$ cat config.mk
export PLATFORM = sky130hd
export DESIGN_NAME = sel_mux_buffered
export DESIGN_NICKNAME = d
export VERILOG_FILES = /design/src/rtl/sel_mux_buffered.sv
export SDC_FILE = /design/constraint.sdc
export NUM_CORES = 1
export LEC_CHECK = 0
export CORE_AREA = 2 2 428 430
export CTS_BUF_LIST = sky130_fd_sc_hd__clkbuf_2 sky130_fd_sc_hd__clkbuf_4 sky130_fd_sc_hd__clkbuf_8
export DETAILED_ROUTE_END_ITERATION = 8
export DIE_AREA = 0 0 430 432
export GPL_ROUTABILITY_DRIVEN = 0
export PLACE_DENSITY = 0.32
export SKIP_LAST_GASP = 1
export SLEW_MARGIN = 20
export SYNTH_ARGS = -nofsm -noshare
export SYNTH_HDL_FRONTEND = slang
export SYNTH_SLANG_ARGS = --single-unit
$ cat constraint.sdc
create_clock -name clk -period 5.8 [get_ports clk]
set_input_delay 0.87 -clock clk [delete_from_list [all_inputs] [get_ports clk]]
set_output_delay 0.87 -clock clk [all_outputs]
set_load 0.02 [all_outputs]
$ cat src/rtl/sel_mux_buffered.sv
// sel_mux_buffered: NUM_IN:1 word selector with a 2-entry output buffer.
//
// Ports:
//   clk        rising-edge clock
//   reset      synchronous, active-high reset
//   in_bus     packed input words; word i = in_bus[i*WIDTH +: WIDTH]
//   sel        word index, sampled at the accept edge
//   in_valid   request present
//   in_ready   buffer can accept a request (registered)
//   out_data   selected word at buffer head (registered)
//   out_sel    sel value that produced out_data (registered)
//   out_err    head entry had sel >= NUM_IN (registered)
//   out_valid  buffer head valid (registered)
//   out_ready  consumer accepts the head
//   xfer_cnt   wrapping count of completed output transfers
module sel_mux_buffered #(
    parameter int unsigned WIDTH  = 32,
    parameter int unsigned NUM_IN = 32,
    parameter int unsigned SEL_W  = 5,
    parameter int unsigned CNT_W  = 16
) (
    input  logic                    clk,
    input  logic                    reset,
    input  logic [NUM_IN*WIDTH-1:0] in_bus,
    input  logic [SEL_W-1:0]        sel,
    input  logic                    in_valid,
    output logic                    in_ready,
    output logic [WIDTH-1:0]        out_data,
    output logic [SEL_W-1:0]        out_sel,
    output logic                    out_err,
    output logic                    out_valid,
    input  logic                    out_ready,
    output logic [CNT_W-1:0]        xfer_cnt
);

    typedef enum logic [1:0] {
        EMPTY = 2'd0,
        ONE   = 2'd1,
        FULL  = 2'd2
    } state_t;

    state_t state;
    state_t state_nxt;

    logic [WIDTH-1:0] mux_word;
    logic             mux_err;

    // Second (tail) entry; the head entry lives directly in the output registers.
    logic [WIDTH-1:0] tail_data;
    logic [SEL_W-1:0] tail_sel;
    logic             tail_err;

    logic push;
    logic pop;
    logic head_load;
    logic head_from_tail;
    logic tail_load;

    assign push = in_valid & in_ready;
    assign pop  = out_valid & out_ready;

    // Word select; an out-of-range index matches no word and yields zero.
    always_comb begin
        mux_word = '0;
        mux_err  = (32'(sel) >= 32'(NUM_IN));
        for (int unsigned i = 0; i < NUM_IN; i++) begin
            if (sel == SEL_W'(i)) begin
                mux_word = in_bus[i*WIDTH +: WIDTH];
            end
        end
    end

    // Occupancy next-state and entry movement controls.
    always_comb begin
        state_nxt      = state;
        head_load      = 1'b0;
        head_from_tail = 1'b0;
        tail_load      = 1'b0;
        case (state)
            EMPTY: begin
                if (push) begin
                    state_nxt = ONE;
                    head_load = 1'b1;
                end
            end
            ONE: begin
                case ({push, pop})
                    2'b10: begin
                        state_nxt = FULL;
                        tail_load = 1'b1;
                    end
                    2'b01: begin
                        state_nxt = EMPTY;
                    end
                    2'b11: begin
                        // Head leaves and the new entry replaces it in the same edge.
                        state_nxt = ONE;
                        head_load = 1'b1;
                    end
                    default: begin
                        state_nxt = ONE;
                    end
                endcase
            end
            FULL: begin
                if (pop) begin
                    state_nxt      = ONE;
                    head_from_tail = 1'b1;
                end
            end
            default: begin
                state_nxt = EMPTY;
            end
        endcase
    end

    // State, handshake flags and counter.
    always_ff @(posedge clk) begin
        if (reset) begin
            state     <= EMPTY;
            in_ready  <= 1'b1;
            out_valid <= 1'b0;
            xfer_cnt  <= '0;
        end else begin
            state     <= state_nxt;
            // Flags track the next state so they stay free of combinational input paths.
            in_ready  <= (state_nxt != FULL);
            out_valid <= (state_nxt != EMPTY);
            if (pop) begin
                xfer_cnt <= xfer_cnt + CNT_W'(1);
            end
        end
    end

    // Head and tail entry storage.
    always_ff @(posedge clk) begin
        if (reset) begin
            out_data  <= '0;
            out_sel   <= '0;
            out_err   <= 1'b0;
            tail_data <= '0;
            tail_sel  <= '0;
            tail_err  <= 1'b0;
        end else begin
            if (head_load) begin
                out_data <= mux_word;
                out_sel  <= sel;
                out_err  <= mux_err;
            end else if (head_from_tail) begin
                out_data <= tail_data;
                out_sel  <= tail_sel;
                out_err  <= tail_err;
            end
            if (tail_load) begin
                tail_data <= mux_word;
                tail_sel  <= sel;
                tail_err  <= mux_err;
            end
        end
    end

endmodule
**Word level (Yosys, flattened, before mapping)**

Cells that the tools add are included.

- Word-level logic and storage cells: 99
- Input port bits: 1033
- Flip-flop bits (word level): 94
- Output and inout bits: 56

- $add $sub $neg: 1
- Bitwise gates (word level): 2
- Multiplexer cells: 47
- Equality and inequality tests: 37
- Reduce and logical (&&, ||, !) cells: 4

Operator list:

| kind | number |
|---|---|
| two-way mux 32 bit | 34 |
| == test 5 bit (second input constant) | 16 |
| == test 5 x 4 -> 1 bit (second input constant) | 8 |
| == test 5 x 3 -> 1 bit (second input constant) | 4 |
| adder 16 x 1 -> 16 bit (second input constant) | 1 |
| == test 5 x 2 -> 1 bit (second input constant) | 2 |
| two-way mux 5 bit | 2 |
| == test 2 bit (second input constant) | 3 |
| two-way mux 1 bit | 6 |
| case mux 2 bit (3 select lines) | 1 |
| == test 5 x 1 -> 1 bit (second input constant) | 1 |
| zero test 5 bit | 1 |
| == test 2 x 1 -> 1 bit (second input constant) | 2 |
| two-way mux 2 bit | 2 |
| case mux 2 bit (2 select lines) | 1 |
| nonzero test 2 bit | 2 |
| AND 1 bit | 2 |
| zero test 2 bit | 1 |
| inequality test 2 bit (second input constant) | 1 |
| case mux 1 bit (2 select lines) | 1 |

**Longest topological paths before layout**

Gate-level depths: netlist (run 1).

- Depth after elaboration: 34
- Gate-level depth with buffers: 12
- Mapped depth without buffers: 8

**Worst setup path after synthesis (run 1)**

No wires, ideal clock.

- Kind: input -> register
- Start point: in sel[0]
- End point: reg tail_data[14]
- Arrival: 2.543 ns
- Path slack: 3.140 ns
- Library setup time: 0.117 ns
- Data required time: 5.683 ns
- Path buffers: 3
- Cell stages on the path: 7
- Path through: buf_4 -> buf_4 -> buf_2 -> mux4_2 -> a221oi_1 -> o2111ai_1 -> a32o_1

- Cells in the longest elaborated chain, start to end: 33
- Elaborated cells between the ends (all ways): 64
- Those cells by class: 31 x eq/ne; 32 x mux; 1 x reduce/logical

Ends and longest elaborated chain:

| item | RTL line | source |
|---|---|---|
| start, declared | 25 | `input logic [SEL_W-1:0] sel,` |
| zero test 5 bit | 67 | `if (sel == SEL_W'(i)) begin` |
| two-way mux 32 bit (31 in series) | 67 |  |
| two-way mux 32 bit (*) | 67 |  |
| end signal, assigned | 155 | `tail_data <= mux_word;` |
| end, declared | 49 | `logic [WIDTH-1:0] tail_data;` |

Every way passes the cells marked *; elsewhere a longest branch is shown, timed or not.
A chain may end at the register's enable or synchronous reset.

**Final worst setup path (run 1)**

- Start point: in sel[3]
- End point: reg out_data[24]

- Cells in the longest elaborated chain, start to end: 34
- Elaborated cells between the ends (all ways): 65
- Those cells by class: 31 x eq/ne; 33 x mux; 1 x reduce/logical

Ends and longest elaborated chain:

| item | RTL line | source |
|---|---|---|
| zero test 5 bit | 67 |  |
| two-way mux 32 bit (31 in series) | 67 |  |
| two-way mux 32 bit (*) | 67 |  |
| two-way mux 32 bit (*) | 145 | `if (head_load) begin` |
| end signal, assigned | 146 | `out_data <= mux_word;` |
| end signal, assigned | 150 | `out_data <= tail_data;` |
| end, declared | 28 | `output logic [WIDTH-1:0] out_data,` |

Marks and branches as above.

==> summary.md, run 1 <==
| Metric | Value |
|---|---|
| Most numerous cell on the critical path | `buf_4` |
| Post-synth EDFFs | `0` |
| Root Driver | `clkbuf_8` |
| Comb power frac | `62.1%` |
| RSZ-0062 raised after global routing | `false` |
| Crit-path max FO | `40` |
| CTS tree | `done` |
| Maximum clock rate | `0.2503 GHz` |
| Worst Tran Pin Value | `1.222 ns` |
| CP Capture Type | `flip-flop` |
| Setup Crit Path Kind | `in2reg` |
| Max-Cap Viols | `0` |
| Setup TNS | `0 ns` |
| Relative slew slack | `17.69%` |
| Post-route clock period utilization | `68.89%` |
| Distinct cell type count after synthesis | `88` |
| Hold Fails Final Rpt | `0` |
| Largest net degree at the start of global routing | `85` |
| Setup violators final | `0` |
| Peak supply drop | `0.1108 mV` |
| Nets@finish | `3948` |
| Chip Height | `432 um` |
| Total number of vias | `21570` |
| Worst-skew pair later-pin latency | `0.46 ns` |
| Cell-internal power | `1.867 mW` |
| Die Wd | `430 um` |
| Iter 0 DRT Violations | `1830` |
| Mean Syn Cell Area | `7.074 sq um` |
| Vias in the first global route | `21700` |
| Post-CTS resize count | `0` |
| Worst-path clk slew | `0.14 ns` |
| Clock power share | `15.5%` |
| Setup bufs post-CTS | `0` |
| Clock skew | `0.02675 ns` |
| R2r setup slk | `3.00 ns` |
| Die ar. | `0.1858 sq mm` |
| Switching pwr | `1.441 mW` |
| Seq pwr share | `22.4%` |
| Post-synth top flop | `dfxtp_1` |
| DRT Wirelength | `185400 um` |
| HPWL Detailed | `156800 um` |
| Worst endpoint required time | `6.15 ns` |
| Mapped Nets | `2998` |
| Final cell count without fillers | `5327` |
| Slew Limit Fails | `0` |
| Warnings from Yosys | `0` |
| Area growth from synthesis to layout | `98.95%` |
| H-tree Lvls | `3` |
| Via density per instance | `4.048` |
| Initial antenna violation count | `74` |
| Post-DRT Antenna Nets | `0` |
| Port bufs | `1087` |
| Router iterations before antenna repair | `5` |
| Synth async-reset ratio | `0%` |
| Final core occ | `15.20%` |
| Met2 Resource Use GR | `35.83%` |
| CP max stage cell | `nor2_4` |
| Grt peak-use layer | `met2` |
| Startpoint Class | `primary input` |
| Synth Cell Area | `0.01388 sq mm` |
| Post-CTS Hold Buffers | `0` |
| Number of synthesized register bits | `94` |
| Inst Count DP | `5286` |
| Met1 Use GR | `22.03%` |
| Row count | `157` |
| Total GRT Usage | `19.02%` |
| Drt drc | `0` |
| Min Tclk post-route | `3.996 ns` |
| Switching part of the total power | `43.56%` |
| Routed length per instance | `34.80 um` |
| First-pass GRT wire length | `233100 um` |
| Pwr/cell area | `119.8 mW/mm^2` |
| Critical Path AT | `4.34 ns` |
| Clock sinks | `94` |
| I/O pin cnt | `1089` |
| GR Overflow Total | `0` |
| Starting Density | `7.638%` |
| TritonCTS Buffers | `9` |
| Hold_ws | `0.4670 ns` |
| Slowest stage delay, CP | `0.80 ns` |
| Met3 Usage GRT | `3.842%` |
| Sequential share of the synthesized area | `13.56%` |
| Core area | `0.1817 sq mm` |
| Crit path cell chain | `buf_4 -> buf_4 -> nand2_1 -> nor2_4 -> buf_4 -> buf_4 -> a22o_1 -> a31oi_1 -> o21ai_1 -> nor2_1 -> a311oi_1` |
| Run status | `finished, final reports clean` |
| Clk buf depth | `2` |
| Syn Inst Count | `1962` |
| Min-delay worst type | `reg2reg` |
| Fraction of layout cells with a size suffix above 1 | `9.530%` |
| Leak | `9.054 nW` |
stage by stage:
stage / setup WS [ns] / power (mW) / instance area [sq um]
2_1_floorplan: 3.140 / 1.415 / 13880
3_3_place_gp: 1.015 / 2.869 / 27340
3_5_place_dp: 1.107 / 2.849 / 27350
4_1_cts: 1.625 / 3.388 / 27550
5_1_grt: 1.601 / 3.468 / 27580
6_report: 1.804 / 3.307 / 27610
critical path: cells and delay by family:
family,cells,cell delay (ns)
and+or+nand+nor,3,1.11
buffers and inverters,4,1.54
AOI/OAI and AO/OA,4,0.75
cells in the final DEF (no fill, tap or decap), types with 31 or more instances in the layout:
cell,instances
a31oi_1,33
clkdlybuf4s50_1,1081
inv_1,46
nor2_1,130
buf_4,67
nor3_1,33
o21ai_0,167
nor2b_1,32
a21oi_1,178
mux4_2,31
mux2_2,57
o22a_1,44
and3_1,67
a22oi_1,38
nand3_1,60
dfxtp_1,94
nand2_1,163
a221oi_1,35
synthesized netlist by cell type, drive strengths merged, types with 7 or more instances:
library cell	count	area share, %
a211oi	24	1.3
a21o	8	0.43
a21oi	179	6.5
a221oi	35	2.2
a22o	30	1.9
a22oi	38	2.1
a2bb2oi	22	1.4
a311oi	26	1.6
a31oi	34	1.5
a32o	8	0.58
and3	67	3.0
buf	116	5.1
clkbuf	100	2.7
dfxtp	94	14
inv	48	1.3
mux2	57	4.6
mux2i	26	1.9
mux4	31	5.0
nand2	166	4.5
nand2b	10	0.45
nand3	65	2.5
nand3b	28	1.5
nand4	15	0.68
nor2	139	3.9
nor2b	37	1.7
nor3	38	1.5
nor4	26	1.2
o2111ai	30	1.9
o211a	20	1.4
o211ai	16	0.90
o21a	19	1.0
o21ai	188	6.8
o221ai	29	1.8
o22a	44	2.8
o22ai	14	0.63
o31ai	7	0.41
or2	29	1.3
or3	7	0.32
or3b	23	1.5
xor2	8	0.50
sequential cells by signal, summed over array words and instances, names as in the netlist:
| register | cells |
|---|---|
| out_sel | 5 |
| tail_sel | 5 |
| xfer_cnt | 16 |
| in_ready | 1 |
| out_valid | 1 |
| out_data | 32 |
| tail_data | 32 |
| state | 2 |
power groups by stage:
stage                     logic, mW  clock network [mW]  registers, mW
after floorplan               0.633                   0          0.782
after global placement         2.11                   0          0.758
after detailed placement       2.09                   0          0.756
after CTS                      2.10               0.540          0.743
after global routing           2.16               0.556          0.748
final                          2.05               0.513          0.742
routing by layer:
layer | part of all wire, % | wire (um)
met1 | 39 | 72580
met2 | 53 | 97820
met3 | 6.0 | 11190
met4 | 2.0 | 3637
met5 | 0.087 | 162
worst paths after layout:
| kind | cells past startpoint | start | end |
|---|---|---|---|
| setup / recovery | 11 | sel[3] | out_data[24]$_SDFFE_PP0P_ |
| hold / removal | 2 | tail_sel[0]$_SDFFE_PP0P_ | tail_sel[0]$_SDFFE_PP0P_ |
| setup reg to reg | 8 | out_valid$_SDFF_PP0_ | out_data[16]$_SDFFE_PP0P_ |
| hold reg to reg | 2 | tail_sel[0]$_SDFFE_PP0P_ | tail_sel[0]$_SDFFE_PP0P_ |
layout make-up:
cell class / instances / area, sq um
Timing Repair Buffer: 1155 / 11440
Tap cell: 2385 / 2984
Sequential cell: 94 / 1882
Inverter: 51 / 191.4
Fill cell: 20820 / 154100
Clock buffer: 9 / 123.9
Clock inverter: 7 / 75.07
Antenna cell: 25 / 62.56
Multi-Input combinational cell: 1601 / 10850
cells by family (layout without fill, tap and decap cells):
family,after synthesis,in the layout,share of synthesized area (%)
buf+inv,267,1222,9.240
compound gates,801,801,39.32
fa+ha+maj,3,3,0.2705
other cells,1,26,0.02702
xor+xnor,12,12,0.7572
flops,94,94,13.56
mux,114,114,11.53
simple gates,670,670,25.30
(Power assumes the default switching activity.)
==> run 2: changes to the inputs <==
--- a/config.mk
+++ b/config.mk
@@ -5,12 +5,12 @@
 export SDC_FILE = /design/constraint.sdc
 export NUM_CORES = 1
 export LEC_CHECK = 0
-export CORE_AREA = 2 2 428 430
+export CORE_AREA = 2 2 427 429
 export CTS_BUF_LIST = sky130_fd_sc_hd__clkbuf_2 sky130_fd_sc_hd__clkbuf_4 sky130_fd_sc_hd__clkbuf_8
 export DETAILED_ROUTE_END_ITERATION = 8
-export DIE_AREA = 0 0 430 432
+export DIE_AREA = 0 0 429 431
 export GPL_ROUTABILITY_DRIVEN = 0
-export PLACE_DENSITY = 0.32
+export PLACE_DENSITY = 0.33
 export SKIP_LAST_GASP = 1
 export SLEW_MARGIN = 20
 export SYNTH_ARGS = -nofsm -noshare
==> constraint.sdc (replaced) <==
create_clock -name clk -period 3.3 [get_ports clk]
set_input_delay 0.495 -clock clk [delete_from_list [all_inputs] [get_ports clk]]
set_output_delay 0.495 -clock clk [all_outputs]
set_load 0.02 [all_outputs]
==> summary.md, run 2 (synthesized netlist as in run 1, its figures left out) <==
| Metric | Value |
|---|---|
| Commonest non-fill, non-tap cell in the layout | `clkdlybuf4s50_1 (unchanged)` |
| Clk buf depth | `2 (unchanged)` |
| Post-CTS Hold Buffers | `0 (unchanged)` |
| Starting Density | `7.704% (was 7.638%)` |
| Clock skew | `0.01610 ns (was 0.02675 ns)` |
| First-pass GRT wire length | `229400 um (was 233100 um)` |
| Largest net degree at the start of global routing | `67 (was 85)` |
| Min Tclk post-route | `3.180 ns` |
| Hold Fails Final Rpt | `0 (unchanged)` |
| Row count | `156 (was 157)` |
| Worst endpoint required time | `3.63 ns (was 6.15 ns)` |
| Run status | `finished, final reports clean (unchanged)` |
| Setup Crit Path Kind | `in2reg (unchanged)` |
| Max-Cap Viols | `0 (unchanged)` |
| FF/Latch Area | `0.001882 sq mm (unchanged)` |
| Post-route clock period utilization | `96.37%` |
| Setup violators final | `0 (unchanged)` |
| Pwr/cell area | `205.4 mW/mm^2 (was 119.8 mW/mm^2)` |
| RSZ-0062 raised after global routing | `false (unchanged)` |
| Worst Tran Pin Value | `0.8581 ns (was 1.222 ns)` |
| Setup TNS | `0 ns (unchanged)` |
| Routed length per instance | `33.25 um (was 34.80 um)` |
| Router iterations before antenna repair | `5 (unchanged)` |
| Cell-internal power | `3.484 mW (was 1.867 mW)` |
| Area growth from synthesis to layout | `110.8% (was 98.95%)` |
| Setup bufs post-CTS | `0 (unchanged)` |
| Via density per instance | `3.966 (was 4.048)` |
| DRT Wirelength | `181300 um (was 185400 um)` |
| Maximum clock rate | `0.3144 GHz` |
| Post-DRT Antenna Nets | `0 (unchanged)` |
| Switching part of the total power | `42.03% (was 43.56%)` |
| Chip Height | `431 um (was 432 um)` |
| Die ar. | `0.1849 sq mm (was 0.1858 sq mm)` |
| Port bufs | `1087 (unchanged)` |
| Clock power share | `15.1% (was 15.5%)` |
| Total GRT Usage | `18.72% (was 19.02%)` |
| Comb power frac | `63.4% (was 62.1%)` |
| Crit-path max FO | `24 (was 40)` |
| Fillers | `20560 (was 20820)` |
| CP Capture Type | `flip-flop (unchanged)` |
| Fraction of layout cells with a size suffix above 1 | `13.79% (was 9.530%)` |
| Dpl ws | `-0.4635 ns (was 1.107 ns)` |
| Most frequent cells in the layout | `clkdlybuf4s50_1, a21oi_1, o21ai_0, nand2_1, buf_4 (was clkdlybuf4s50_1, a21oi_1, o21ai_0, nand2_1, nor2_1)` |
| Vias in the first global route | `22170 (was 21700)` |
| Die Wd | `429 um (was 430 um)` |
| H-tree Lvls | `3 (unchanged)` |
| Post-CTS resize count | `0 (unchanged)` |
| Switching pwr | `2.526 mW (was 1.441 mW)` |
| Startpoint Class | `primary input (unchanged)` |
| Leak | `9.973 nW (was 9.054 nW)` |
| Worst Slack Setup Final | `0.1197 ns (was 1.804 ns)` |
| CTS tree | `done (unchanged)` |
| Iter 0 DRT Violations | `1642 (was 1830)` |
| Area of the multi-input gates | `0.01086 sq mm (was 0.01085 sq mm)` |
| Worst-skew pair later-pin latency | `0.46 ns (about the same)` |
| Min-delay worst type | `reg2reg (unchanged)` |
| GR Overflow Total | `0 (unchanged)` |
| Worst-path clk slew | `0.12 ns (was 0.14 ns)` |
| Drt drc | `0 (unchanged)` |
| Peak supply drop | `0.1743 mV (was 0.1108 mV)` |
| Core area | `0.1802 sq mm (was 0.1817 sq mm)` |
| Root Driver | `clkbuf_8 (unchanged)` |
| Clock sinks | `94 (unchanged)` |
| Relative slew slack | `42.41% (was 17.69%)` |
| Regs by FF count | `out_data: 32 flops, tail_data: 32 flops, xfer_cnt: 16 flops (unchanged)` |
| Seq pwr share | `21.6% (was 22.4%)` |
| Initial antenna violation count | `64 (was 74)` |
| Total number of vias | `21620 (was 21570)` |
| Nets@finish | `4091 (was 3948)` |
| I/O pin cnt | `1089 (unchanged)` |
| Critical Path AT | `3.51 ns (was 4.34 ns)` |
| HPWL Detailed | `156500 um (was 156800 um)` |
| Slew Limit Fails | `0 (unchanged)` |
| TritonCTS Buffers | `9 (unchanged)` |
## run 2: layout make-up
type	count	share of cell area (%)
Antenna cell	22	0.1882
Timing Repair Buffer	1298	44.79
Tap cell	2370	10.13
Clock buffer	9	0.4233
Sequential cell	94	6.431
Clock inverter	7	0.2737
Inverter	51	0.6543
Multi-Input combinational cell	1601	37.10
## run 2: metrics by stage
| step | hold slack, ns | total power, mW | std cells | utilization (%) | area [sq um] |
|---|---|---|---|---|---|
| 2_1_floorplan | 0.4366 | 2.488 | 1962 | - | 13880 |
| 3_3_place_gp | 0.4430 | 5.217 | 5414 | 16.09 | 28990 |
| 3_5_place_dp | 0.4492 | 5.202 | 5414 | 16.09 | 28990 |
| 4_1_cts | 0.4283 | 6.182 | 5430 | 16.21 | 29200 |
| 5_1_grt | 0.4545 | 6.352 | 5439 | 16.22 | 29230 |
| 6_report | 0.4634 | 6.010 | 5452 | 16.24 | 29260 |
## run 2: power groups by stage
stage	logic (mW)	registers (mW)	clock network, mW
3_5_place_dp	3.88	1.32	0
6_report	3.81	1.30	0.905
3_3_place_gp	3.89	1.32	0
4_1_cts	3.90	1.30	0.981
2_1_floorplan	1.11	1.37	0
5_1_grt	4.03	1.31	1.01
## run 2: critical path: stages
cell and delay (ns):
buf_6 0.24, buf_4 0.36, nor3b_2 0.20, buf_4 0.18
a32o_1 0.25, or4_1 0.39, a31oi_1 0.55, buf_4 0.24
o21ai_1 0.12, a211oi_1 0.34, nor3_1 0.08
## run 2: worst paths after layout
kind / from / to / slack [ns] / depth (start not counted)
min: tail_sel[0]$_SDFFE_PP0P_ / tail_sel[0]$_SDFFE_PP0P_ / 0.46 / 2
min reg2reg: tail_sel[0]$_SDFFE_PP0P_ / tail_sel[0]$_SDFFE_PP0P_ / 0.46 / 2
max reg2reg: out_valid$_SDFF_PP0_ / out_data[29]$_SDFFE_PP0P_ / 1.22 / 8
max: sel[2] / tail_data[29]$_SDFFE_PP0P_ / 0.12 / 11
## run 2: metal layers
metal	GRT usage, %	share of wire (%)	up-vias
met5	0	0.12	-
met1	21.88	39	10720
li1	-	-	9759
met3	3.435	5.9	146
met4	3.360	2.0	34
met2	35.38	53	961
==> run 3: changes to the inputs <==
==> constraint.sdc (replaced) <==
create_clock -name clk -period 2.9 [get_ports clk]
set_input_delay 0.435 -clock clk [delete_from_list [all_inputs] [get_ports clk]]
set_output_delay 0.435 -clock clk [all_outputs]
set_load 0.02 [all_outputs]
==> summary.md, run 3 (synthesized netlist as in run 1, its figures left out) <==
| Metric | Value |
|---|---|
| Leak | `10.60 nW (was 9.973 nW)` |
| Fraction of layout cells with a size suffix above 1 | `16.46% (was 13.79%)` |
| Clock sinks | `94 (unchanged)` |
| Worst path bufs/invs | `3 (was 4)` |
| Row count | `156 (unchanged)` |
| Maximum clock rate | `0.3780 GHz` |
| Clock skew | `0.01382 ns (was 0.01610 ns)` |
| Peak supply drop | `0.2301 mV (was 0.1743 mV)` |
| Crit-path max FO | `11 (was 24)` |
| Hold Fails Final Rpt | `0 (unchanged)` |
| Comb power frac | `64.7% (was 63.4%)` |
| Dpl ws | `-0.3787 ns (was -0.4635 ns)` |
| Total GRT Usage | `18.69% (was 18.72%)` |
| Setup Crit Path Kind | `in2reg (unchanged)` |
| Cell-internal power | `4.132 mW (was 3.484 mW)` |
| Pwr/cell area | `230.3 mW/mm^2 (was 205.4 mW/mm^2)` |
| I/O pin cnt | `1089 (unchanged)` |
| R2R cell count | `5 (was 8)` |
| Post-DP Area | `0.03010 sq mm (was 0.02899 sq mm)` |
| Hold_ws | `0.4650 ns (was 0.4634 ns)` |
| Worst reg2reg path endpoint | `out_data[29]$_SDFFE_PP0P_ (unchanged)` |
| Most frequent cells in the layout | `clkdlybuf4s50_1, buf_4, a21oi_1, o21ai_0, nand2_1 (was clkdlybuf4s50_1, a21oi_1, o21ai_0, nand2_1, buf_4)` |
| Worst endpoint required time | `3.21 ns (was 3.63 ns)` |
| Post-CTS Hold Buffers | `0 (unchanged)` |
| CP Capture Type | `flip-flop (unchanged)` |
| Setup bufs post-CTS | `0 (unchanged)` |
| Iter 0 DRT Violations | `1616 (was 1642)` |
| Final instance area | `0.03036 sq mm (was 0.02926 sq mm)` |
| Hold endpoint | `tail_sel[3]$_SDFFE_PP0P_ (was tail_sel[0]$_SDFFE_PP0P_)` |
| FF/Latch Area | `0.001882 sq mm (unchanged)` |
| First-pass GRT wire length | `230000 um (was 229400 um)` |
| Hold Crit Depth | `2 (unchanged)` |
| Commonest non-fill, non-tap cell in the layout | `clkdlybuf4s50_1 (unchanged)` |
| Setup violators final | `0 (unchanged)` |
| RSZ-0062 raised after global routing | `false (unchanged)` |
| Post-CTS resize count | `0 (unchanged)` |
| DRT Wirelength | `181100 um (was 181300 um)` |
| Regs by FF count | `out_data: 32 flops, tail_data: 32 flops, xfer_cnt: 16 flops (unchanged)` |
| Setup TNS | `0 ns (unchanged)` |
| Met1 Use GR | `22.12% (was 21.88%)` |
| Most numerous cell on the critical path | `buf_4 (unchanged)` |
| HPWL Detailed | `158600 um (was 156500 um)` |
| Worst-path clk slew | `0.13 ns (was 0.12 ns)` |
| Largest net degree at the start of global routing | `57 (was 67)` |
| Final cell count without fillers | `5551 (was 5452)` |
| Hold wc startpoint | `tail_sel[3]$_SDFFE_PP0P_ (was tail_sel[0]$_SDFFE_PP0P_)` |
| Die Wd | `429 um (unchanged)` |
| Starting Density | `7.704% (unchanged)` |
| Met3 Usage GRT | `3.234% (was 3.435%)` |
| Total number of vias | `21880 (was 21620)` |
| Power, Total | `6.990 mW (was 6.010 mW)` |
| GR Overflow Total | `0 (unchanged)` |
| R2r setup slk | `0.90 ns (was 1.22 ns)` |
| Fillers | `20510 (was 20560)` |
| Drt drc | `0 (unchanged)` |
| Area growth from synthesis to layout | `118.7% (was 110.8%)` |
| Chip Height | `431 um (unchanged)` |
| Grt peak-use layer | `met2 (unchanged)` |
| Met2 Resource Use GR | `35.27% (was 35.38%)` |
| Switching pwr | `2.859 mW (was 2.526 mW)` |
| Startpoint Class | `primary input (unchanged)` |
| Worst Tran Pin Value | `0.7590 ns (was 0.8581 ns)` |
| TritonCTS Buffers | `9 (unchanged)` |
| H-tree Lvls | `3 (unchanged)` |
| Root Driver | `clkbuf_8 (unchanged)` |
| Max-Cap Viols | `0 (unchanged)` |
| Routed length per instance | `32.62 um (was 33.25 um)` |
| Switching part of the total power | `40.90% (was 42.03%)` |
| Worst Slack Setup Final | `0.2542 ns (was 0.1197 ns)` |
| Inst Count DP | `5513 (was 5414)` |
| Core area | `0.1802 sq mm (unchanged)` |
| Min-delay worst type | `reg2reg (unchanged)` |
| Delay-heaviest family, CP | `compound AO/OA/AOI/OAI gates (unchanged)` |
| Die ar. | `0.1849 sq mm (unchanged)` |
| Min Tclk post-route | `2.646 ns` |
| Post-DRT Antenna Nets | `0 (unchanged)` |
| Slew Limit Fails | `0 (unchanged)` |
| Via density per instance | `3.942 (was 3.966)` |
| Vias in the first global route | `22230 (was 22170)` |
| CP max stage cell | `a31oi_1 (unchanged)` |
| Worst-skew pair later-pin latency | `0.44 ns (was 0.46 ns)` |
| Port bufs | `1087 (unchanged)` |
| Worst r2r src | `state[1]$_SDFF_PP0_ (was out_valid$_SDFF_PP0_)` |
| Slowest stage delay, CP | `0.47 ns (was 0.55 ns)` |
| Relative slew slack | `49.35% (was 42.41%)` |
| Crit path cell chain | `buf_4 -> buf_4 -> nand2b_1 -> nor2_2 -> a31oi_1 -> o21ai_0 -> a211o_1 -> a221oi_1 -> buf_4 -> a211oi_1 (was buf_6 -> buf_4 -> nor3b_2 -> buf_4 -> a32o_1 -> or4_1 -> a31oi_1 -> buf_4 -> o21ai_1 -> a211oi_1 -> nor3_1)` |
| Router iterations before antenna repair | `7 (was 5)` |
| Final core occ | `16.85% (was 16.24%)` |
| Clk buf depth | `2 (unchanged)` |
| Clock power share | `14.1% (was 15.1%)` |
| Nets@finish | `4190 (was 4091)` |
| Post-route clock period utilization | `91.23%` |
| Seq pwr share | `21.2% (was 21.6%)` |
| Run status | `finished, final reports clean (unchanged)` |
| Area of the multi-input gates | `0.01085 sq mm (was 0.01086 sq mm)` |
| CTS tree | `done (unchanged)` |
| Critical Path AT | `2.96 ns (was 3.51 ns)` |
| Initial antenna violation count | `70 (was 64)` |
## run 3: layout make-up
type                    instances  share of cell area, %
diodes                         22                 0.1813
inverters                      51                 0.6306
repair buffers               1397                  46.81
well taps                    2370                  9.768
flip-flops and latches         94                  6.198
clock inverters                 7                 0.2638
multi-input cells            1601                  35.74
clock buffers                   9                 0.4080
## run 3: power by group through the flow
| stage | combinational [mW] | clock (mW) | sequential, mW |
|---|---|---|---|
| floorplan | 1.27 | 0 | 1.56 |
| global placement | 4.64 | 0 | 1.51 |
| detailed placement | 4.61 | 0 | 1.51 |
| CTS | 4.64 | 1.06 | 1.48 |
| global route | 4.79 | 1.09 | 1.50 |
| finish | 4.52 | 0.986 | 1.48 |
## run 3: worst max-delay path by stage
| stage | from | end | slack, ns | cells past startpoint |
|---|---|---|---|---|
| after CTS | sel[3] | tail_data[27]$_SDFFE_PP0P_ | 0.13 | 8 |
| after global placement | sel[3] | tail_data[27]$_SDFFE_PP0P_ | -0.86 | 8 |
| after detailed placement | sel[3] | tail_data[27]$_SDFFE_PP0P_ | -0.38 | 8 |
| final | sel[3] | tail_data[9]$_SDFFE_PP0P_ | 0.25 | 10 |
| after global routing | sel[3] | tail_data[27]$_SDFFE_PP0P_ | 0.12 | 8 |
| after floorplan | sel[0] | tail_data[14]$_SDFFE_PP0P_ | 0.68 | 7 |
## run 3: worst register-to-register path: cells and delay by family, from the launching register on
kind	cells	cell delay (ns)
AND/OR/NAND/NOR	3	0.98
flip-flops	1	0.47
AO/OA/AOI/OAI	2	0.43
## run 3: layer usage
| layer | vias to the layer above | wire length [um] | share of wire, % |
|---|---|---|---|
| met5 | - | 234 | 0.13 |
| met1 | 10770 | 71890 | 40 |
| met4 | 36 | 2915 | 1.6 |
| met2 | 970 | 95500 | 53 |
| li1 | 9958 | - | - |
| met3 | 153 | 10550 | 5.8 |
